### config.mk
export PLATFORM = sky130hd
export DESIGN_NAME = mem_port_arbiter_flat
export DESIGN_NICKNAME = d
export VERILOG_FILES = /design/src/rtl/mem_port_arbiter_if.sv /design/src/rtl/mem_port_arbiter.sv /design/src/flat_wrapper.sv
export SDC_FILE = /design/constraint.sdc
export NUM_CORES = 1
export LEC_CHECK = 0
export BUFFER_PORTS_ARGS = -buffer_cell sky130_fd_sc_hd__clkbuf_2
export CORE_AREA = 2 2 104 106
export CTS_CLUSTER_SIZE = 25
export DETAILED_ROUTE_END_ITERATION = 6
export DIE_AREA = 0 0 106 108
export PLACE_DENSITY = 0.8
export SLEW_MARGIN = 10
export SYNTH_ARGS = -nofsm -noshare
export SYNTH_HDL_FRONTEND = slang
export SYNTH_SLANG_ARGS = --single-unit
### constraint.sdc
create_clock -name clk -period 2.6 [get_ports clk]
set_clock_uncertainty 0.2 [all_clocks]
set_input_delay 0.26 -clock clk [delete_from_list [all_inputs] [get_ports clk]]
set_output_delay 0.26 -clock clk [all_outputs]
set_load 0.01 [all_outputs]
### src/rtl/mem_port_arbiter_if.sv
// Processor/memory bundle shared by the unified-memory arbiter.
// MEM_PORT_ARBITER_PERF_EN adds the i/d stall counters.
interface mem_port_arbiter_if #(
  parameter int AW = 32,
  parameter int DW = 32
);
  logic          i_req;
  logic [AW-1:0] i_addr;
  logic          i_ready;
  logic          i_rvalid;
  logic [DW-1:0] i_rdata;

  logic          d_req;
  logic          d_we;
  logic [AW-1:0] d_addr;
  logic [DW-1:0] d_wdata;
  logic          d_ready;
  logic          d_rvalid;
  logic [DW-1:0] d_rdata;

  logic          m_en;
  logic          m_we;
  logic [AW-1:0] m_addr;
  logic [DW-1:0] m_wdata;
  logic [DW-1:0] m_rdata;

`ifdef MEM_PORT_ARBITER_PERF_EN
  logic [31:0]   i_stall_cnt;
  logic [31:0]   d_stall_cnt;

  modport slave (
    input  i_req, i_addr,
    output i_ready, i_rvalid, i_rdata,
    input  d_req, d_we, d_addr, d_wdata,
    output d_ready, d_rvalid, d_rdata,
    output m_en, m_we, m_addr, m_wdata,
    input  m_rdata,
    output i_stall_cnt, d_stall_cnt
  );

  modport master (
    output i_req, i_addr,
    input  i_ready, i_rvalid, i_rdata,
    output d_req, d_we, d_addr, d_wdata,
    input  d_ready, d_rvalid, d_rdata,
    input  m_en, m_we, m_addr, m_wdata,
    output m_rdata,
    input  i_stall_cnt, d_stall_cnt
  );
`else
  modport slave (
    input  i_req, i_addr,
    output i_ready, i_rvalid, i_rdata,
    input  d_req, d_we, d_addr, d_wdata,
    output d_ready, d_rvalid, d_rdata,
    output m_en, m_we, m_addr, m_wdata,
    input  m_rdata
  );

  modport master (
    output i_req, i_addr,
    input  i_ready, i_rvalid, i_rdata,
    output d_req, d_we, d_addr, d_wdata,
    input  d_ready, d_rvalid, d_rdata,
    input  m_en, m_we, m_addr, m_wdata,
    output m_rdata
  );
`endif
endinterface

### src/rtl/mem_port_arbiter.sv
// Round-robin I/D arbiter for a single-ported unified memory.
// Optional stall counters: define MEM_PORT_ARBITER_PERF_EN.
module mem_port_arbiter #(
  parameter int AW      = 32,
  parameter int DW      = 32,
  parameter int LATENCY = 2
) (
  input  logic                clk,
  input  logic                reset,
  mem_port_arbiter_if.slave   bus
);

  typedef enum logic [1:0] {
    IDLE,
    WAIT,
    RESP
  } state_t;

  localparam logic [3:0] LAT_M1 = 4'(LATENCY - 1);

  state_t        state;
  logic          last_d;
  logic          own_d;
  logic [3:0]    cnt;
  logic [DW-1:0] i_rdata_q;
  logic [DW-1:0] d_rdata_q;

  logic          can_gnt;
  logic          gnt_i;
  logic          gnt_d;
  logic          rd_gnt;
  logic [AW-1:0] addr_mux;

  // RESP arbitrates like IDLE so back-to-back reads lose no cycle.
  always_comb begin
    can_gnt = reset && (state != WAIT);
    gnt_d   = can_gnt && bus.d_req
              && (!bus.i_req || !last_d);
    gnt_i   = can_gnt && bus.i_req && !gnt_d;
    rd_gnt  = gnt_i || (gnt_d && !bus.d_we);
  end

  always_comb begin
    addr_mux = '0;
    unique case (1'b1)
      gnt_d:   addr_mux = bus.d_addr;
      gnt_i:   addr_mux = bus.i_addr;
      default: addr_mux = '0;
    endcase
  end

  assign bus.i_ready  = gnt_i;
  assign bus.d_ready  = gnt_d;
  assign bus.m_en     = gnt_i || gnt_d;
  assign bus.m_we     = gnt_d && bus.d_we;
  assign bus.m_addr   = addr_mux;
  assign bus.m_wdata  = reset ? bus.d_wdata : '0;

  assign bus.i_rvalid = (state == RESP) && !own_d;
  assign bus.d_rvalid = (state == RESP) && own_d;
  assign bus.i_rdata  = i_rdata_q;
  assign bus.d_rdata  = d_rdata_q;

  always_ff @(posedge clk or negedge reset) begin
    if (!reset) begin
      state     <= IDLE;
      last_d    <= 1'b0;
      own_d     <= 1'b0;
      cnt       <= '0;
      i_rdata_q <= '0;
      d_rdata_q <= '0;
    end else begin
      if (gnt_i || gnt_d) begin
        last_d <= gnt_d;
      end
      unique case (state)
        WAIT: begin
          if (cnt == '0) begin
            if (own_d) d_rdata_q <= bus.m_rdata;
            else       i_rdata_q <= bus.m_rdata;
            state <= RESP;
          end else begin
            cnt <= cnt - 4'd1;
          end
        end
        default: begin
          if (rd_gnt) begin
            state <= WAIT;
            cnt   <= LAT_M1;
            own_d <= gnt_d;
          end else begin
            state <= IDLE;
          end
        end
      endcase
    end
  end

`ifdef MEM_PORT_ARBITER_PERF_EN
  logic [31:0] i_stall_q;
  logic [31:0] d_stall_q;

  always_ff @(posedge clk or negedge reset) begin
    if (!reset) begin
      i_stall_q <= '0;
      d_stall_q <= '0;
    end else begin
      if (bus.i_req && !gnt_i && (i_stall_q != '1)) begin
        i_stall_q <= i_stall_q + 32'd1;
      end
      if (bus.d_req && !gnt_d && (d_stall_q != '1)) begin
        d_stall_q <= d_stall_q + 32'd1;
      end
    end
  end

  assign bus.i_stall_cnt = i_stall_q;
  assign bus.d_stall_cnt = d_stall_q;
`endif

endmodule

### src/flat_wrapper.sv
// flat-port wrapper written by rule: the top's interface ports become plain ports
module mem_port_arbiter_flat 
#(
  parameter int AW      = 32,
  parameter int DW      = 32,
  parameter int LATENCY = 2
)
  (clk, reset, bus_i_req, bus_i_addr, bus_i_ready, bus_i_rvalid, bus_i_rdata, bus_d_req, bus_d_we, bus_d_addr, bus_d_wdata, bus_d_ready, bus_d_rvalid, bus_d_rdata, bus_m_en, bus_m_we, bus_m_addr, bus_m_wdata, bus_m_rdata);
  mem_port_arbiter_if #(.AW(AW), .DW(DW)) bus_i ();
  input  logic clk;
  input  logic reset;
  input wire logic [$bits(bus_i.i_req)-1:0] bus_i_req;
  input wire logic [$bits(bus_i.i_addr)-1:0] bus_i_addr;
  output wire logic [$bits(bus_i.i_ready)-1:0] bus_i_ready;
  output wire logic [$bits(bus_i.i_rvalid)-1:0] bus_i_rvalid;
  output wire logic [$bits(bus_i.i_rdata)-1:0] bus_i_rdata;
  input wire logic [$bits(bus_i.d_req)-1:0] bus_d_req;
  input wire logic [$bits(bus_i.d_we)-1:0] bus_d_we;
  input wire logic [$bits(bus_i.d_addr)-1:0] bus_d_addr;
  input wire logic [$bits(bus_i.d_wdata)-1:0] bus_d_wdata;
  output wire logic [$bits(bus_i.d_ready)-1:0] bus_d_ready;
  output wire logic [$bits(bus_i.d_rvalid)-1:0] bus_d_rvalid;
  output wire logic [$bits(bus_i.d_rdata)-1:0] bus_d_rdata;
  output wire logic [$bits(bus_i.m_en)-1:0] bus_m_en;
  output wire logic [$bits(bus_i.m_we)-1:0] bus_m_we;
  output wire logic [$bits(bus_i.m_addr)-1:0] bus_m_addr;
  output wire logic [$bits(bus_i.m_wdata)-1:0] bus_m_wdata;
  input wire logic [$bits(bus_i.m_rdata)-1:0] bus_m_rdata;
  assign bus_i.i_req = bus_i_req;
  assign bus_i.i_addr = bus_i_addr;
  assign bus_i_ready = bus_i.i_ready;
  assign bus_i_rvalid = bus_i.i_rvalid;
  assign bus_i_rdata = bus_i.i_rdata;
  assign bus_i.d_req = bus_d_req;
  assign bus_i.d_we = bus_d_we;
  assign bus_i.d_addr = bus_d_addr;
  assign bus_i.d_wdata = bus_d_wdata;
  assign bus_d_ready = bus_i.d_ready;
  assign bus_d_rvalid = bus_i.d_rvalid;
  assign bus_d_rdata = bus_i.d_rdata;
  assign bus_m_en = bus_i.m_en;
  assign bus_m_we = bus_i.m_we;
  assign bus_m_addr = bus_i.m_addr;
  assign bus_m_wdata = bus_i.m_wdata;
  assign bus_i.m_rdata = bus_m_rdata;
  mem_port_arbiter #(.AW(AW), .DW(DW), .LATENCY(LATENCY)) u_core (.clk(clk), .reset(reset), .bus(bus_i));
endmodule
## Word-level counts from Yosys, hierarchy flattened

Cells that the tools add are included.

- Eq/ne operators: 5
- $lt $le $gt $ge: 0
- Divide/modulo/power cells: 0
- $add $sub $neg: 1
- Shifts and indexed selects: 0
- Muxes and demuxes: 8
- Multiply operators: 0
- Reductions and logical operators: 23
- Bitwise gates (word level): 2

Operators with widths:

| cell | number |
|---|---|
| 32-bit one-hot mux with 2 select lines | 1 |
| 32-bit 2-to-1 mux | 1 |
| 4-bit 2-to-1 mux | 3 |
| 1-bit logical AND | 9 |
| 3-bit AND reduction | 2 |
| 1-bit logical NOT | 5 |
| 4-bit logical NOT | 1 |
| 2-bit 2-to-1 mux | 2 |
| 2-bit by 1-bit inequality test with 1-bit output, second input constant | 2 |
| 2-bit AND reduction | 2 |
| 4-bit by 1-bit subtractor with 4-bit output, second input constant | 1 |
| 1-bit logical OR | 3 |
| 2-bit by 1-bit equality test with 1-bit output, second input constant | 1 |
| 2-bit equality test, second input constant | 1 |
| 2-bit inequality test, second input constant | 1 |
| 1-bit NOT | 2 |
| 2-bit nonzero test | 1 |
| 1-bit 2-to-1 mux | 1 |

- Bits in registers: 72
- Memory bits (read-only): 0
- Bits in writable memories: 0
- Latch bits: 0
- Output and inout bits: 134
- Memories kept: 0
- Logic and storage cells: 45
- Input bits: 133

## Longest topological paths before layout

Gate-level depths: netlist of the first run.

- Depth after elaboration: 9
- Gate-level depth with buffers: 7
- Mapped depth without buffers: 6

## Worst setup path before layout of the first run

No wires, ideal clock.

- Kind: flip-flop to flip-flop
- Start: register u_core.cnt[0]
- End: register u_core.i_rdata_q[18] (netlist: u_core.bus.i_rdata[18])
- Period minus slack after synthesis: 2.086 ns
- Setup slack: 0.514 ns
- Path buffers: 1
- Data arrival time: 1.761 ns
- Required time: 2.275 ns
- Setup time: 0.125 ns
- Stages on the path, launching flop included: 7
- Cell sequence: dfrtp_1 inv_1 ha_1 or3b_4 nor3_4 buf_6 mux2_2

- Cells in the longest elaborated chain, start to end: 2

RTL lines:

| item | line | RTL |
|---|---|---|
| from (decl) | mem_port_arbiter.sv:24 | `logic [3:0] cnt;` |
| from (signal assigned) | mem_port_arbiter.sv:83 | `cnt <= cnt - 4'd1;` |
| 4-bit logical NOT | mem_port_arbiter.sv:78 | `if (cnt == '0) begin` |
| 3-bit AND reduction (no line) | - |  |
| to (signal assigned) | mem_port_arbiter.sv:80 | `else i_rdata_q <= bus.m_rdata;` |
| to (decl) | mem_port_arbiter.sv:25 | `logic [DW-1:0] i_rdata_q;` |

Every way passes these cells.
A chain may end at the register's enable or synchronous reset.

## Final worst setup path of the first run

- Start: input reset
- End: output bus_m_addr[23]

- Cells in the longest elaborated chain, start to end: 6
- Elaborated cells between the ends (all ways): 7
- Those cells by class: 1 x mux; 6 x reduce/logical

RTL lines:

| item | line | RTL |
|---|---|---|
| from (decl) | flat_wrapper.sv:11 | `input logic reset;` |
| 1-bit logical AND * | mem_port_arbiter.sv:36 | `can_gnt = reset && (state != WAIT);` |
| 1-bit logical AND | mem_port_arbiter.sv:37 | `gnt_d = can_gnt && bus.d_req` |
| 1-bit logical AND | mem_port_arbiter.sv:38 | `&& (!bus.i_req \|\| !last_d);` |
| 1-bit logical NOT | mem_port_arbiter.sv:39 | `gnt_i = can_gnt && bus.i_req && !gnt_d;` |
| 1-bit logical AND | mem_port_arbiter.sv:39 |  |
| 32-bit one-hot mux with 2 select lines * | mem_port_arbiter.sv:45 | `unique case (1'b1)` |
| to (decl) | flat_wrapper.sv:26 | `output wire logic [$bits(bus_i.m_addr)-1:0] bus_m_addr;` |

Mark *: on every way between the ends. The rest lies on a longest branch, timed or not.

==> results of run 1 <==
[cell type report]
| cell class | instances | area (µm²) |
|---|---|---|
| timing repair buffer | 304 | 1732 |
| inverter | 3 | 11.26 |
| clock buffer | 10 | 127.6 |
| fill | 885 | 4668 |
| sequential | 72 | 1802 |
| clock inverter | 6 | 115.1 |
| multi-input combinational | 160 | 1605 |
| tap | 136 | 170.2 |
[cells by family after synthesis]
kind of cell               Yosys count
buffers and inverters               19
muxes                               67
DFF                                 72
xor gates and xnor gates             2
adders and majority gates            1
and+or+nand+nor                     52
AOI/OAI and AO/OA                   38
[state kept, by name (all words and copies together) (netlist names)]
name	cells
u_core.bus.d_rdata	32
u_core.bus.i_rdata	32
u_core.cnt	4
u_core.last_d	1
u_core.own_d	1
u_core.state	2
[power groups by stage]
stage	Clock (mW)	Sequential [mW]	Combinational, mW
floorplan	0	2.23	1.30
global placement	0	2.03	2.48
detailed placement	0	2.06	2.55
CTS	1.12	2.04	2.60
global route	1.17	2.12	2.78
finish	1.09	2.05	2.57
[layer usage]
layer / GRT usage / vias to the layer above / part of all wire
met5: 0 / - / 0
met4: 0.07049 / 0 / 0.019
met3: 0.04521 / 15 / 0.070
met2: 0.3949 / 172 / 0.55
met1: 0.2094 / 1563 / 0.36
li1: - / 1499 / -
[worst paths after layout]
kind	end	slack, ns
setup reg to reg	u_core.bus.d_rdata[26]	0.30
setup / recovery	bus_m_addr[23]	0.11
hold reg to reg	u_core.bus.i_rdata[22]	0.31
max in group asynchronous	u_core.bus.d_rdata[28]	0.78
min in group asynchronous	u_core.last_d	0.11
hold / removal	u_core.bus.d_rdata[18]	0.02
[worst max-delay path: cells and delay by family]
family / cells / cell delay, ns
buf+inv: 4 / 1.18
compound gates: 1 / 0.20
simple gates: 2 / 0.37
[synthesized netlist by cell type, drive strengths merged (2+ instances only)]
cell type and instances:
dfrtp 72, mux2 67, and2 33, a22o 32, buf 12, nor2 5, clkbuf 4, inv 3
nand2 3, nor3 3, nand2b 2, xnor2 2
[per-stage QoR]
stage,total power [mW],hold WS (ns),worst slack (ns),utilization
finish,5.709,0.01999,0.1142,0.5437
global route,6.071,0.004598,0.04108,0.5437
CTS,5.759,0.001256,0.04232,0.5430
detailed placement,4.613,-0.1302,0.3401,0.4880
global placement,4.514,-0.1301,0.4080,0.4880
floorplan,3.525,-0.2356,0.5144,-
[repair_timing]
item                                    in CTS  in global routing
endpoints found under the hold margin       87                  0
buffers inserted                             0                  0
hold buffers                                32                  0
endpoints found under the setup margin       0                  8
gates resized for setup                      0                  2
==> metrics.csv, run 1 <==
stage;metric;value;unit
outcome;status;finished, final reports clean;
floorplan;die_w;106;µm
global_routing;grt_pass1_vias;3289;
global_routing;grt_max_degree;58;
clocking;cts.sinks;72;
final_layout;layout_common_cells;265 x clkbuf_2, 72 x dfrtp_1, 33 x and2_1, 33 x mux2_4;
critical_path;cp.required;2.14;ns
yosys;synth-xor-area-share;0.004988;
global_routing;grt_remaining_overflow;0;
floorplan;ios;267;
yosys;synthAdderAreaFrac;0.003563;
yosys;synthMuxAreaShare;0.2501;
critical_path;cp-end-kind;output port;
drt;remaining_drc_errors;0;
placed_design;placed_area;4992;µm²
timing;maxSlewViolCount;0;
floorplan;core_area;10230;µm²
final_layout;antennaDiodeCount;0;
yosys;synth_top_family_by_area;multiplexers;
pwr;p_sw;1.987;mW
drt;post_drt_via_cell_ratio;4.702;
yosys;synth_compound_area_frac;0.09512;
yosys;synth_area_leader_cell;dfrtp_1;
timing;setup_violations;0;
pwr;power_density;1026;nW/µm²
critical_path;cpMaxStageDelayCell;dlygate4sd3_1;
clocking;clkSlewWorstSetupHoldPaths;0.08;ns
global_routing;grt_pass1_wl;17.53;mm
yosys;synth-warning-count;0;
pwr;clkPwrFrac;0.190;
hold_path;hold_class;in -> reg;
placed_design;numPortBuffers;266;
floorplan;die_area;11450;µm²
placed_design;gp_congestion;0.8360;
final_layout;finalNonFillerCells;691;
yosys;synth_simple_gate_area_frac;0.09797;
run;cap_violations;0;
yosys;syn_avg_cell_area;13.99;µm²
final_layout;area_growth;58.39;%
final_layout;nNetsFinal;684;
placed_design;dp_hpwl;9.073;mm
clocking;cts_made_buffers;9;
yosys;syn-num-nets;385;
timing;fmax;402.3;MHz
timing;finalCriticalPeriod;2.486;ns
clocking;cts.path.max_buffers;2;
yosys;netlist.area_leader.share;0.5130;
pwr;seqPwrFrac;0.359;
timing;hold_violations;0;
clocking;cts.htree.levels;3;
critical_path;cp-start-kind;primary input;
hold_path;hold_path.startpoint;bus_m_rdata[18];
drt;dr.first_iter.drc_count;115;
yosys;syn_inst;251;
critical_path;slowest_delay;0.57;ns
pwr;peakVddDrop;388.2;µV
pwr;combPwrFrac;0.450;
timing;relSlewSlack;0.6279;
yosys;synth.distinct_cells;32;
final_layout;drive_gt1_frac;0.6486;
clocking;clk_latency;0.34;ns
clocking;cts_tree;built;
timing;fin_tns_setup;0;ns
global_routing;antenna_found_initial;0;
yosys;synth_edf_count;0;
yosys;synthFlopType;dfrtp_1;
global_routing;grt.total_usage;0.2011;
pwr;leakage;3.026;nW
critical_path;crit_chain;dlygate4sd3_1, buf_4, nand2_1, nor3_4, buf_6, a22o_1, clkbuf_2;
timing;rsz0062_at_grt;no;
pwr;internal_power;3.722;mW
critical_path;reg2reg_depth;7;
critical_path;crit_arrival;2.03;ns
yosys;ys_seq_area_frac;0.5130;
critical_path;worstSetupPathType;in -> out;
placed_design;place_inst;643;
critical_path;critical_path.startpoint;reset;
final_layout;mostFrequentLayoutCell;clkbuf_2;
drt;ant_nets;0;
pwr;netSwitchingFraction;0.3480;
drt;totalWireLength;11.65;mm
yosys;ys_ff_latch;72;
clocking;clock-root-buffer;clkbuf_8;
final_layout;final_area;5563;µm²
critical_path;crit_path_max_fanout;33;
timing;worst_pin_slew;0.5581;ns
timing;period_share;0.9561;
hold_path;hold_depth;2;
floorplan;start_util;0.3433;
drt;first_pass_iters;4;
yosys;mappedNetlistArea;3512;µm²
drt;wire_per_inst;16.86;µm
drt;vias;3249;
floorplan;dieHeight;108;µm
yosys;async_reset_ff_frac;1.000;
yosys;synth_area_leaders;dfrtp_1 51%, mux2_4 14%, mux2_2 10%;
floorplan;rows;37;
critical_path;r2r_start;u_core.cnt[0];
No activity file was read; power rests on OpenSTA's default activity.
==> inputs of run 2 (changes only) <==
- PLACE_DENSITY: 0.8 -> unset
- PLACE_DENSITY_LB_ADDON: unset -> 0.3
==> run 2 against run 1 <==
  * Highest routed layer unchanged
  * Hold slack better by 0.061 ns
  * Flip-flop and latch count unchanged
  * Largest cell class unchanged
  * Worst setup slack better by 0.024 ns
  * Largest power group unchanged
  * Global-route usage down 0.83 points
  * First-iteration DRC count down 17%
==> metrics.csv, run 2 (synthesis results as in run 1) <==
stage;metric;value;unit;change
final_layout;area_growth;58.43;%;was 58.39%
drt;totalWireLength;11.17;mm;was 11.65 mm
clocking;cts_tree;built;;unchanged
placed_design;place_inst;644;;was 643
critical_path;cp-end-kind;output port;;unchanged
critical_path;crit_arrival;2.00;ns;was 2.03 ns
pwr;combPwrFrac;0.459;;was 0.450
timing;finalCriticalPeriod;2.462;ns;was 2.486 ns
hold_path;hold_class;in -> reg;;unchanged
final_layout;nNetsFinal;686;;was 684
drt;first_pass_iters;4;;unchanged
final_layout;n_fill_cell;940;;was 885
pwr;power_density;1002;nW/µm²;was 1026 nW/µm²
timing;hold_violations;0;;unchanged
final_layout;finalNonFillerCells;693;;was 691
global_routing;grt.total_usage;0.1927;;was 0.2011
clocking;cts.path.max_buffers;2;;unchanged
drt;highest_layer;met4;;unchanged
pwr;seqPwrFrac;0.366;;was 0.359
drt;post_drt_via_cell_ratio;4.678;;was 4.702
clocking;clk_latency;0.33;ns;was 0.34 ns
global_routing;grt_pass1_vias;3220;;was 3289
timing;setup_violations;0;;unchanged
pwr;internal_power;3.630;mW;was 3.722 mW
drt;routed-wl-met2;5.842;mm;was 6.430 mm
timing;period_share;0.9467;;was 0.9561
critical_path;cpMaxStageDelayCell;dlygate4sd3_1;;unchanged
pwr;peakVddDrop;381.8;µV;was 388.2 µV
timing;maxSlewViolCount;0;;unchanged
clocking;clkSlewWorstSetupHoldPaths;0.07;ns;was 0.08 ns
floorplan;core_area;10230;µm²;unchanged
global_routing;grt_pass1_wl;16.82;mm;was 17.53 mm
drt;dr.first_iter.drc_count;95;;was 115
placed_design;numPortBuffers;266;;unchanged
critical_path;crit_path_max_fanout;33;;unchanged
drt;wl_met3;816;µm;was 810 µm
critical_path;worstSetupPathType;in -> out;;unchanged
placed_design;gp_congestion;0.7719;;was 0.8360
floorplan;start_util;0.3433;;unchanged
final_layout;layout_common_cells;265 x clkbuf_2, 72 x dfrtp_1, 33 x and2_1, 33 x mux2_4, 33 x dlygate4sd3_1;;was 265 x clkbuf_2, 72 x dfrtp_1, 33 x and2_1, 33 x mux2_4
final_layout;mostFrequentLayoutCell;clkbuf_2;;unchanged
timing;rsz0062_at_grt;no;;unchanged
timing;worst_pin_slew;0.5767;ns;was 0.5581 ns
floorplan;die_area;11450;µm²;unchanged
critical_path;cp-start-kind;primary input;;unchanged
floorplan;die_w;106;µm;unchanged
clocking;clock-root-buffer;clkbuf_8;;unchanged
drt;remaining_drc_errors;0;;unchanged
clocking;cts.htree.levels;3;;unchanged
placed_design;placed_area;5000;µm²;was 4992 µm²
drt;vias;3242;;was 3249
floorplan;dieHeight;108;µm;unchanged
pwr;netSwitchingFraction;0.3490;;was 0.3480
timing;fmax;406.3;MHz;was 402.3 MHz
drt;wire_per_inst;16.11;µm;was 16.86 µm
global_routing;antenna_found_initial;0;;unchanged
pwr;leakage;3.031;nW;was 3.026 nW
placed_design;dp_hpwl;8.581;mm;was 9.073 mm
timing;fin_tns_setup;0;ns;unchanged
critical_path;cp.required;2.14;ns;about the same
final_layout;final_area;5564;µm²;was 5563 µm²
run;cap_violations;0;;unchanged
final_layout;seq_area;1802;µm²;unchanged
critical_path;slowest_delay;0.56;ns;was 0.57 ns
outcome;status;finished, final reports clean;;unchanged
final_layout;antennaDiodeCount;0;;unchanged
floorplan;ios;267;;unchanged
global_routing;grt_max_degree;79;;was 58
clocking;cts_setup_buffers;0;;unchanged
clocking;cts.sinks;72;;unchanged
critical_path;crit_chain;dlygate4sd3_1, buf_4, nand2_1, nor3_4, buf_8, a22o_1, clkbuf_2;;was dlygate4sd3_1, buf_4, nand2_1, nor3_4, buf_6, a22o_1, clkbuf_2
clocking;cts_made_buffers;9;;unchanged
drt;ant_nets;0;;unchanged
drt;wl_met1;4.000;mm;was 4.192 mm
floorplan;rows;37;;unchanged
pwr;clkPwrFrac;0.175;;was 0.190
final_layout;multi_input_area;1605;µm²;unchanged
timing;relSlewSlack;0.6155;;was 0.6279
pwr;p_sw;1.946;mW;was 1.987 mW
global_routing;grt_remaining_overflow;0;;unchanged
final_layout;drive_gt1_frac;0.6481;;was 0.6486
run 2: changes by cell type in the layout (fill, tap and decap cells not counted):
cell           delta
dlygate4sd3_1     +1
clkinvlp_4        -1
clkinv_4          +2
buf_8             +1
clkinv_2          +1
bufinv_16         -1
inv_6             -1
run 2: worst paths after layout:
check	from	endpoint	slack [ns]	cells past startpoint
min in group asynchronous	reset	u_core.last_d	0.11	2
worst max-delay path	reset	bus_m_addr[26]	0.14	7
worst min-delay path	bus_d_we	u_core.own_d	0.08	4
max in group asynchronous	reset	u_core.bus.i_rdata[8]	0.97	4
worst min register to register	u_core.bus.i_rdata[21]	u_core.bus.i_rdata[21]	0.29	1
worst max register to register	u_core.cnt[0]	u_core.bus.i_rdata[8]	0.40	6
run 2: timing repair:
item,4_1_cts,5_1_grt
resized for setup,0,4
setup endpoints to repair,0,59
endpoints found under the hold margin,110,0
hold buffers,33,0
run 2: power by group through the flow:
stage	registers, mW	logic [mW]	clock network [mW]
after floorplan	2.23	1.30	0
after global placement	2.04	2.50	0
after detailed placement	2.06	2.54	0
after CTS	2.04	2.59	1.01
after global routing	2.10	2.77	1.06
final	2.04	2.56	0.977
run 2: critical path, delay by kind of cell:
family	cells	cell delay (ns)
buf+inv	4	1.11
simple gates	2	0.38
compound gates	1	0.23
run 2: routing by layer:
metal | track usage | up-vias
met5 | 0 | -
met4 | 0.1071 | 0
met3 | 0.04340 | 22
met2 | 0.3594 | 182
met1 | 0.2005 | 1543
li1 | - | 1495
run 2: area by class of cell:
cell class | count | share of cell area
Tap cell | 136 | 0.03058
Timing Repair Buffer | 306 | 0.3157
Inverter | 3 | 0.002024
Sequential cell | 72 | 0.3238
Multi-Input combinational cell | 160 | 0.2885
Clock inverter | 6 | 0.01642
Clock buffer | 10 | 0.02294
run 2: through the flow:
step,hold slack [ns],setup WS [ns],utilization,power (mW)
CTS,0.05913,0.0008884,0.5424,5.641
detailed placement,-0.1349,0.3958,0.4887,4.599
global placement,-0.1353,0.4621,0.4887,4.540
global route,0.09118,0.02502,0.5438,5.923
floorplan,-0.2356,0.5144,-,3.525
finish,0.08093,0.1385,0.5438,5.576
==> inputs of run 3 (changes only) <==
- BUFFER_PORTS_ARGS: -buffer_cell sky130_fd_sc_hd__clkbuf_2 -> unset
- CTS_BUF_LIST: unset -> sky130_fd_sc_hd__clkbuf_4 sky130_fd_sc_hd__clkbuf_8
- DONT_BUFFER_PORTS: unset -> 1
==> run 3 against run 2 <==
  * Power down 12%
  * Clock power down 2.7%
  * First-iteration DRC count down 19%
  * Hold slack worse by 0.040 ns
  * Wire length down 7.1%
  * Die area unchanged
  * Flip-flop and latch count unchanged
  * Critical path depth down 3
  * Core utilization down 13 points
  * Global-route usage down 1.3 points
  * Critical path type is now reg -> out
  * Largest cell class unchanged
==> metrics.csv, run 3 (synthesis results as in run 1) <==
stage;metric;value;unit;change
outcome;status;finished, final reports clean;;unchanged
critical_path;worstSetupPathType;reg -> out;;was in -> out
global_routing;grt_pass1_vias;2375;;was 3220
floorplan;start_util;0.3433;;unchanged
pwr;leakage;1.905;nW;was 3.031 nW
clocking;cts.path.max_buffers;2;;unchanged
floorplan;die_w;106;µm;unchanged
drt;dr.first_iter.drc_count;77;;was 95
critical_path;cp-start-kind;register;;was primary input
drt;post_drt_via_cell_ratio;5.285;;was 4.678
drt;totalWireLength;10.37;mm;was 11.17 mm
timing;fmax;407.2;MHz;was 406.3 MHz
critical_path;regToRegSetupSlack;0.36;ns;was 0.40 ns
floorplan;ios;267;;unchanged
critical_path;cp_num_buf_inv;1;;was 4
global_routing;grt_max_degree;73;;was 79
drt;remaining_drc_errors;0;;unchanged
timing;relSlewSlack;0.6431;;was 0.6155
pwr;power;4.888;mW;was 5.576 mW
placed_design;placed_area;3659;µm²;was 5000 µm²
final_layout;final_area;4235;µm²;was 5564 µm²
drt;ant_nets;0;;unchanged
hold_path;hold_class;in -> reg;;unchanged
pwr;internal_power;3.071;mW;was 3.630 mW
critical_path;cp-end-kind;output port;;unchanged
global_routing;grt.total_usage;0.1792;;was 0.1927
pwr;peakVddDrop;429.9;µV;was 381.8 µV
drt;wire_per_inst;24.23;µm;was 16.11 µm
pwr;power_density;1154;nW/µm²;was 1002 nW/µm²
critical_path;crit_chain;nor2b_4, nor3_4, buf_4, a22o_1;;was dlygate4sd3_1, buf_4, nand2_1, nor3_4, buf_8, a22o_1, clkbuf_2
pwr;combPwrFrac;0.321;;was 0.459
final_layout;layout_common_cells;72 x dfrtp_1, 34 x dlygate4sd3_1, 33 x and2_1, 33 x mux2_4;;was 265 x clkbuf_2, 72 x dfrtp_1, 33 x and2_1, 33 x mux2_4, 33 x dlygate4sd3_1
floorplan;rows;37;;unchanged
global_routing;grt_pass1_wl;14.97;mm;was 16.82 mm
placed_design;place_inst;377;;was 644
critical_path;crit_family;simple AND/OR/NAND/NOR gates;;was buffers and inverters
floorplan;die_area;11450;µm²;unchanged
run;cap_violations;0;;unchanged
clocking;clk_latency;0.34;ns;was 0.33 ns
clocking;cts_hold_buffers;35;;was 33
clocking;clkSlewWorstSetupHoldPaths;0.08;ns;was 0.07 ns
floorplan;dieHeight;108;µm;unchanged
global_routing;antenna_found_initial;0;;unchanged
placed_design;gp_congestion;0.7849;;was 0.7719
final_layout;area_growth;20.59;%;was 58.43%
clocking;cts_tree;built;;unchanged
final_layout;antennaDiodeCount;0;;unchanged
final_layout;fin_util;0.4140;;was 0.5438
final_layout;mostFrequentLayoutCell;dfrtp_1;;was clkbuf_2
placed_design;dp_hpwl;7.803;mm;was 8.581 mm
timing;hold_violations;0;;unchanged
final_layout;nNetsFinal;421;;was 686
clocking;clock-root-buffer;clkbuf_8;;unchanged
critical_path;cp.required;2.14;ns;about the same
drt;vias;2262;;was 3242
timing;rsz0062_at_grt;no;;unchanged
pwr;clkPwrFrac;0.195;;was 0.175
timing;maxSlewViolCount;0;;unchanged
final_layout;finalNonFillerCells;428;;was 693
critical_path;crit_arrival;2.00;ns;about the same
final_layout;drive_gt1_frac;0.3288;;was 0.6481
timing;fin_tns_setup;0;ns;unchanged
timing;setup_violations;0;;unchanged
critical_path;cpMaxStageDelayCell;nor3_4;;was dlygate4sd3_1
clocking;cts_resized;0;;unchanged
clocking;cts_made_buffers;9;;unchanged
placed_design;numPortBuffers;0;;was 266
clocking;cts.sinks;72;;unchanged
pwr;seqPwrFrac;0.484;;was 0.366
critical_path;slowest_delay;0.43;ns;was 0.56 ns
pwr;p_sw;1.817;mW;was 1.946 mW
timing;worst_pin_slew;0.5342;ns;was 0.5767 ns
global_routing;grt_remaining_overflow;0;;unchanged
floorplan;core_area;10230;µm²;unchanged
drt;first_pass_iters;4;;unchanged
pwr;netSwitchingFraction;0.3717;;was 0.3490
timing;period_share;0.9445;;was 0.9467
clocking;cts_setup_buffers;0;;unchanged
timing;finalCriticalPeriod;2.456;ns;was 2.462 ns
clocking;cts.htree.levels;3;;unchanged
critical_path;crit_path_max_fanout;16;;was 33
[run 3: final timing paths]
check / start / to / depth (start not counted)
worst min-delay path: bus_i_req / u_core.last_d / 3
worst max-delay path: u_core.state[0] / bus_m_addr[29] / 4
min in group asynchronous: reset / u_core.bus.i_rdata[8] / 2
max in group asynchronous: reset / u_core.last_d / 2
worst max register to register: u_core.cnt[0] / u_core.bus.i_rdata[7] / 6
worst min register to register: u_core.cnt[1] / u_core.cnt[1] / 1
[run 3: area by class of cell]
class | instances | area (µm²)
Fill cell | 968 | 5996
Sequential cell | 72 | 1802
Multi-Input combinational cell | 160 | 1605
Timing Repair Buffer | 41 | 437.9
Tap cell | 136 | 170.2
Clock buffer | 9 | 123.9
Clock inverter | 7 | 85.08
Inverter | 3 | 11.26
[run 3: power groups by stage]
stage	Combinational, mW	Clock [mW]	Sequential (mW)
floorplan	1.30	0	2.23
global placement	1.46	0	2.40
detailed placement	1.51	0	2.41
CTS	1.60	0.990	2.39
global route	1.70	1.04	2.45
finish	1.57	0.951	2.37
[run 3: stage by stage]
step,hold WS (ns),setup slack (ns)
after floorplan,-0.2356,0.5144
after global placement,-0.2336,0.3681
after detailed placement,-0.2337,0.3375
after CTS,0.02419,0.1104
after global routing,0.06192,0.04099
final,0.04100,0.1442
[run 3: tightest hold or removal path, cell delays in order]
cell	delay (ns)
nand2_1	0.12
o21ai_0	0.10
nand2b_1	0.07
[run 3: layer usage]
metal	routed length, µm	vias up	GRT usage
li1	-	964	-
met1	3354	1103	0.1732
met2	5884	177	0.3539
met3	795	18	0.04461
met4	336	0	0.08553
met5	0	-	0
